File: src/rtl/ibwt_decode.sv
// ibwt_decode: inverse Burrows-Wheeler transform.
//   Accepts the last column L of the sorted rotation matrix and the row index
//   of the original string, then reconstructs the string with an LF-mapping:
//   one rank pass over L (N cycles) followed by a backward walk (N cycles).
//
// Ports:
//   clk          rising-edge clock
//   rst          synchronous active-high reset
//   start        single-cycle request, sampled only while idle
//   data_in      L column, data_in[0] is row 0 of the sorted matrix
//   primary_idx  row holding the original string (>= N flags an error)
//   data_out     reconstructed string, data_out[0] is the first character
//   busy         high while decoding
//   done         one-cycle pulse when data_out is final or on error
//   err          set with done for a bad primary_idx, held until next start
module ibwt_decode #(
  parameter int N  = 4,
  parameter int W  = 8,
  parameter int IW = $clog2(N)
) (
  input  logic          clk,
  input  logic          rst,
  input  logic          start,
  input  logic [W-1:0]  data_in [0:N-1],
  input  logic [IW:0]   primary_idx,
  output logic [W-1:0]  data_out [0:N-1],
  output logic          busy,
  output logic          done,
  output logic          err
);

  typedef enum logic [1:0] {
    IDLE,
    RANK,
    WALK
  } state_t;

  localparam logic [IW:0]   N_IDX  = (IW+1)'(N);
  localparam logic [IW:0]   ONE_C  = (IW+1)'(1);
  localparam logic [IW-1:0] ONE_I  = IW'(1);
  localparam logic [IW-1:0] LAST   = IW'(N-1);

  state_t        state_q, state_d;
  logic [W-1:0]  l_q   [0:N-1];
  logic [W-1:0]  l_d   [0:N-1];
  logic [IW-1:0] lf_q  [0:N-1];
  logic [IW-1:0] lf_d  [0:N-1];
  logic [W-1:0]  out_q [0:N-1];
  logic [W-1:0]  out_d [0:N-1];
  logic [IW-1:0] p_q, p_d;
  logic [IW-1:0] i_q, i_d;
  logic [IW-1:0] k_q, k_d;
  logic          busy_q, busy_d;
  logic          done_q, done_d;
  logic          err_q, err_d;
  logic          err_pend_q, err_pend_d;
  logic [IW:0]   rank_cnt;

  // Rank of row i: symbols strictly smaller anywhere, plus equal symbols in
  // earlier rows (stable tie-break). The total is always < N.
  always_comb begin
    rank_cnt = '0;
    for (int unsigned j = 0; j < N; j++) begin
      if (l_q[j] < l_q[i_q]) begin
        rank_cnt = rank_cnt + ONE_C;
      end else if ((l_q[j] == l_q[i_q]) && (IW'(j) < i_q)) begin
        rank_cnt = rank_cnt + ONE_C;
      end
    end
  end

  always_comb begin
    state_d    = state_q;
    l_d        = l_q;
    lf_d       = lf_q;
    out_d      = out_q;
    p_d        = p_q;
    i_d        = i_q;
    k_d        = k_q;
    busy_d     = busy_q;
    done_d     = 1'b0;
    err_d      = err_q;
    err_pend_d = 1'b0;

    case (state_q)
      IDLE: begin
        // A rejected index raises err immediately and pulses done one cycle
        // later; a start arriving in that gap is not taken.
        if (err_pend_q) begin
          done_d = 1'b1;
        end else if (start) begin
          l_d = data_in;
          p_d = primary_idx[IW-1:0];
          if (primary_idx >= N_IDX) begin
            err_d      = 1'b1;
            err_pend_d = 1'b1;
          end else begin
            err_d   = 1'b0;
            i_d     = '0;
            busy_d  = 1'b1;
            state_d = RANK;
          end
        end
      end

      RANK: begin
        lf_d[i_q] = rank_cnt[IW-1:0];
        if (i_q == LAST) begin
          k_d     = LAST;
          state_d = WALK;
        end else begin
          i_d = i_q + ONE_I;
        end
      end

      WALK: begin
        out_d[k_q] = l_q[p_q];
        p_d        = lf_q[p_q];
        if (k_q == '0) begin
          busy_d  = 1'b0;
          done_d  = 1'b1;
          state_d = IDLE;
        end else begin
          k_d = k_q - ONE_I;
        end
      end

      default: begin
        state_d = IDLE;
      end
    endcase
  end

  always_ff @(posedge clk) begin
    if (rst) begin
      state_q    <= IDLE;
      l_q        <= '{default: '0};
      lf_q       <= '{default: '0};
      out_q      <= '{default: '0};
      p_q        <= '0;
      i_q        <= '0;
      k_q        <= '0;
      busy_q     <= 1'b0;
      done_q     <= 1'b0;
      err_q      <= 1'b0;
      err_pend_q <= 1'b0;
    end else begin
      state_q    <= state_d;
      l_q        <= l_d;
      lf_q       <= lf_d;
      out_q      <= out_d;
      p_q        <= p_d;
      i_q        <= i_d;
      k_q        <= k_d;
      busy_q     <= busy_d;
      done_q     <= done_d;
      err_q      <= err_d;
      err_pend_q <= err_pend_d;
    end
  end

  assign data_out = out_q;
  assign busy     = busy_q;
  assign done     = done_q;
  assign err      = err_q;

endmodule

File: config.mk
export PLATFORM = sky130hd
export DESIGN_NAME = ibwt_decode
export DESIGN_NICKNAME = d
export VERILOG_FILES = /design/src/rtl/ibwt_decode.sv
export SDC_FILE = /design/constraint.sdc
export NUM_CORES = 1
export LEC_CHECK = 0
export CORE_UTILIZATION = 35
export CTS_CLUSTER_SIZE = 25
export DETAILED_ROUTE_END_ITERATION = 12
export GPL_ROUTABILITY_DRIVEN = 0
export PLACE_DENSITY = 0.62
export SETUP_SLACK_MARGIN = 0.15
export SYNTH_ARGS = -nofsm -noshare
export SYNTH_HDL_FRONTEND = slang
export SYNTH_SLANG_ARGS = --single-unit
File: constraint.sdc
create_clock -name clk -period 3.9 [get_ports clk]
set_input_delay 0.39 -clock clk [delete_from_list [all_inputs] [get_ports clk]]
set_output_delay 0.39 -clock clk [all_outputs]
set_load 0.005 [all_outputs]
==> results.rst <==
.. list-table::
   :header-rows: 1

   * - Metric
     - Value
   * - Initial antenna violation count
     - 0
   * - Shortest period the worst path allows
     - 3.53 ns
   * - Total Power
     - 2290 uW
   * - Result of the run
     - complete, no violations
   * - CP startpoint kind
     - flop
   * - Total global routing track utilization
     - 0.182
   * - First-pass iteration count of the detailed router
     - 4
   * - Total negative slack for setup checks
     - 0 ns
   * - Leakage Power
     - 0.00202 uW
   * - Global route overflow
     - 0
   * - Max Clock Skew
     - 0.00636 ns
   * - Number of distinct library cell variants in the gate-level netlist after synthesis
     - 39
   * - Die ar.
     - 0.0131 mm2
   * - Total via count after detailed routing
     - 3787
   * - Total clock sinks
     - 84
   * - Instance area at placement
     - 0.00530 mm2
   * - Worst hold path type
     - reg -> reg
   * - IR drop worst, VDD
     - 0.206 mV
   * - Clock tree from TritonCTS
     - done
   * - # diodes
     - 0
   * - Crit path kind
     - reg -> reg
   * - Total of flip-flops plus latches after synthesis
     - 84
   * - Initial Utilization
     - 0.365
   * - Number of buffers between clock root and the deepest sink
     - 2
   * - Synth Flop Type
     - sky130_fd_sc_hd__dfxtp_1
   * - Number of hold violations in the final report
     - 0
   * - Iteration-0 DRC count of the detailed router
     - 206
   * - CTS H-Tree Depth
     - 3
   * - Half-perimeter wire length after detailed placement
     - 8430 um
   * - Post-layout instance area
     - 0.00562 mm2
   * - Wirelength per Cell
     - 14.8 um
   * - Vertical die dimension
     - 115 um
   * - Post-DRT Antenna Nets
     - 0
   * - Max transition margin
     - 0.221
   * - Achievable clock frequency
     - 283 MHz
   * - Fraction of the cycle the final worst path needs
     - 0.905
   * - X dimension of the die
     - 115 um
   * - Number of buffers inserted to repair setup after CTS
     - 0
   * - Share of Yosys cell area claimed by the top area cell type
     - 0.379
   * - Synth-to-Final Area Change
     - 26.7%
   * - Clk Latency, worst-skew pair
     - 0.35 ns
   * - Root buf cell
     - sky130_fd_sc_hd__clkbuf_16
   * - Number of top-level pins
     - 73
   * - Number of gates resized after cts
     - 0
   * - Hold Crit Start
     - data_out[1]
   * - Count of flip-flops with a built-in enable after synthesis
     - 0
   * - Final wirelength
     - 11200 um
   * - Largest net degree at the start of global routing
     - 54
   * - Critical path data arrival time
     - 3.74 ns
   * - CTS Buf Count
     - 9
   * - Vias in the first global route
     - 3734
   * - Syn Nets
     - 597
   * - Sequential share of the synthesized area
     - 0.379
   * - Number of buffers added to fix hold violations after cts
     - 0
   * - Number of slew-limit violations in the final report
     - 0
   * - Port-buffer cells
     - 72
   * - Post-Synthesis Cell Area
     - 0.00443 mm2
   * - Count of endpoints failing setup in the final report
     - 0
   * - Post-Synthesis Mean Instance Area
     - 8.56 um2
   * - Clock-pin transition on the worst setup and hold timing paths
     - 0.06 ns
   * - Max Cap Violations
     - 0
   * - Global-route wire length before repair
     - 18300 um
   * - Yosys top cell by area
     - sky130_fd_sc_hd__dfxtp_1
   * - Vias per Instance
     - 5.04
   * - Crit end category
     - flop
   * - Proportion of layout cells with a drive suffix above 1
     - 0.0856
   * - # nets final
     - 658
   * - Number of placement rows
     - 40
   * - Origin of the worst setup path
     - i_q[0]
   * - Worst-Margin Slew
     - 1.17 ns
   * - Number of warning messages in the yosys log
     - 0
   * - CP Data Required Time
     - 4.11 ns
   * - Placeable Area
     - 0.0122 mm2
   * - Number of remaining DRC errors
     - 0
   * - Launch instance of the worst register-to-register path
     - i_q[0]
   * - Synth area leaders
     - sky130_fd_sc_hd__dfxtp_1 38%, sky130_fd_sc_hd__nand2_1 13%, sky130_fd_sc_hd__ha_1 12%
   * - Peak fanout along the critical path
     - 10
   * - Total power divided by cell area
     - 408 mW/mm2
   * - Cells after synthesis
     - 518
   * - Unrepaired setup endpoints after global routing
     - no
   * - Async set or reset register ratio after synthesis
     - 0
[sequential cells by signal, indices dropped and copies added, names as in the netlist]
register    cells
done            1
l_q            32
err_pend_q      1
busy            1
p_q             2
data_out       32
k_q             2
lf_q            8
state_q         2
err             1
i_q             2
[cell families after synthesis]
group | synth area share
compound gates | 0.142
xor+xnor | 0.00734
fa+ha+maj | 0.116
buf+inv | 0.0401
flops | 0.379
mux | 0.109
simple gates | 0.206
[layout make-up]
type                       count  area [um2]
tap                          168         210
timing repair buffer          77         753
inverter                      20        75.1
sequential                    84        1680
multi-input combinational    387        2580
clock inverter                 5        85.1
fill                        1185        6540
clock buffer                  11         233
[path summary, 6_finish.rpt]
| path | cells past startpoint | end | slack (ns) |
|---|---|---|---|
| worst max-delay path | 12 | lf_q[5] | 0.37 |
| worst min register to register | 2 | data_out[1] | 0.45 |
| worst max register to register | 12 | lf_q[5] | 0.37 |
| worst min-delay path | 2 | data_out[1] | 0.45 |
[metal layers]
metal | up-vias | track usage | share of wire
met5 | - | 0 | 0
met4 | 0 | 0.0874 | 0.019
met3 | 20 | 0.0371 | 0.062
met2 | 120 | 0.298 | 0.46
met1 | 1737 | 0.230 | 0.46
li1 | 1910 | - | -
[worst max-delay path, cell delays in order, from the launching register on]
cell and delay [ns]:
sky130_fd_sc_hd__dfxtp_1 0.69, sky130_fd_sc_hd__mux4_2 0.58, sky130_fd_sc_hd__inv_1 0.14, sky130_fd_sc_hd__ha_1 0.18, sky130_fd_sc_hd__nand2_1 0.06, sky130_fd_sc_hd__o21ai_0 0.37, sky130_fd_sc_hd__o21ai_4 0.12, sky130_fd_sc_hd__ha_1 0.31
sky130_fd_sc_hd__inv_1 0.04, sky130_fd_sc_hd__mux2_4 0.28, sky130_fd_sc_hd__mux2_4 0.33, sky130_fd_sc_hd__o211ai_2 0.12, sky130_fd_sc_hd__o221ai_1 0.17
[placed cells by master (no fill, tap or decap), drive strengths merged, types with 2 or more instances in the layout]
master,count
clkbuf,11
nor3,6
o211ai,4
mux2i,5
mux4,18
dfxtp,84
ha,41
nand2,153
a21o,2
a211oi,6
and2,4
o21ai,3
nand3,6
clkdlybuf4s50,71
or3,2
nor2b,7
inv,21
nor3b,2
nand3b,5
nand4,7
buf,6
mux2,2
o221ai,4
a21oi,85
nor2,16
nand2b,2
bufinv,2
[power breakdown]
group	switching [uW]	leakage [uW]	internal [uW]
logic	225	0.00119	212
clock network	359	0.000150	565
registers	44.2	0.000683	889
[stage by stage]
step / util / instances / hold slack [ns] / setup WS, ns
floorplan: - / 518 / 0.433 / 0.538
global route: 0.462 / 752 / 0.467 / 0.203
global placement: 0.436 / 736 / 0.444 / 0.542
finish: 0.462 / 752 / 0.454 / 0.371
detailed placement: 0.436 / 736 / 0.448 / 0.389
CTS: 0.462 / 752 / 0.457 / 0.382
[cells in the mapped netlist (5+ instances only)]
| cell | count |
|---|---|
| sky130_fd_sc_hd__nand2_1 | 153 |
| sky130_fd_sc_hd__a21oi_1 | 84 |
| sky130_fd_sc_hd__dfxtp_1 | 84 |
| sky130_fd_sc_hd__ha_1 | 41 |
| sky130_fd_sc_hd__clkbuf_1 | 23 |
| sky130_fd_sc_hd__inv_1 | 20 |
| sky130_fd_sc_hd__mux4_2 | 18 |
| sky130_fd_sc_hd__nor2_1 | 16 |
| sky130_fd_sc_hd__nand4_1 | 7 |
| sky130_fd_sc_hd__nand3_1 | 6 |
| sky130_fd_sc_hd__nor2b_1 | 6 |
| sky130_fd_sc_hd__nor3_1 | 6 |
| sky130_fd_sc_hd__mux2i_1 | 5 |
| sky130_fd_sc_hd__nand3b_1 | 5 |
(Power assumes the default switching activity.)
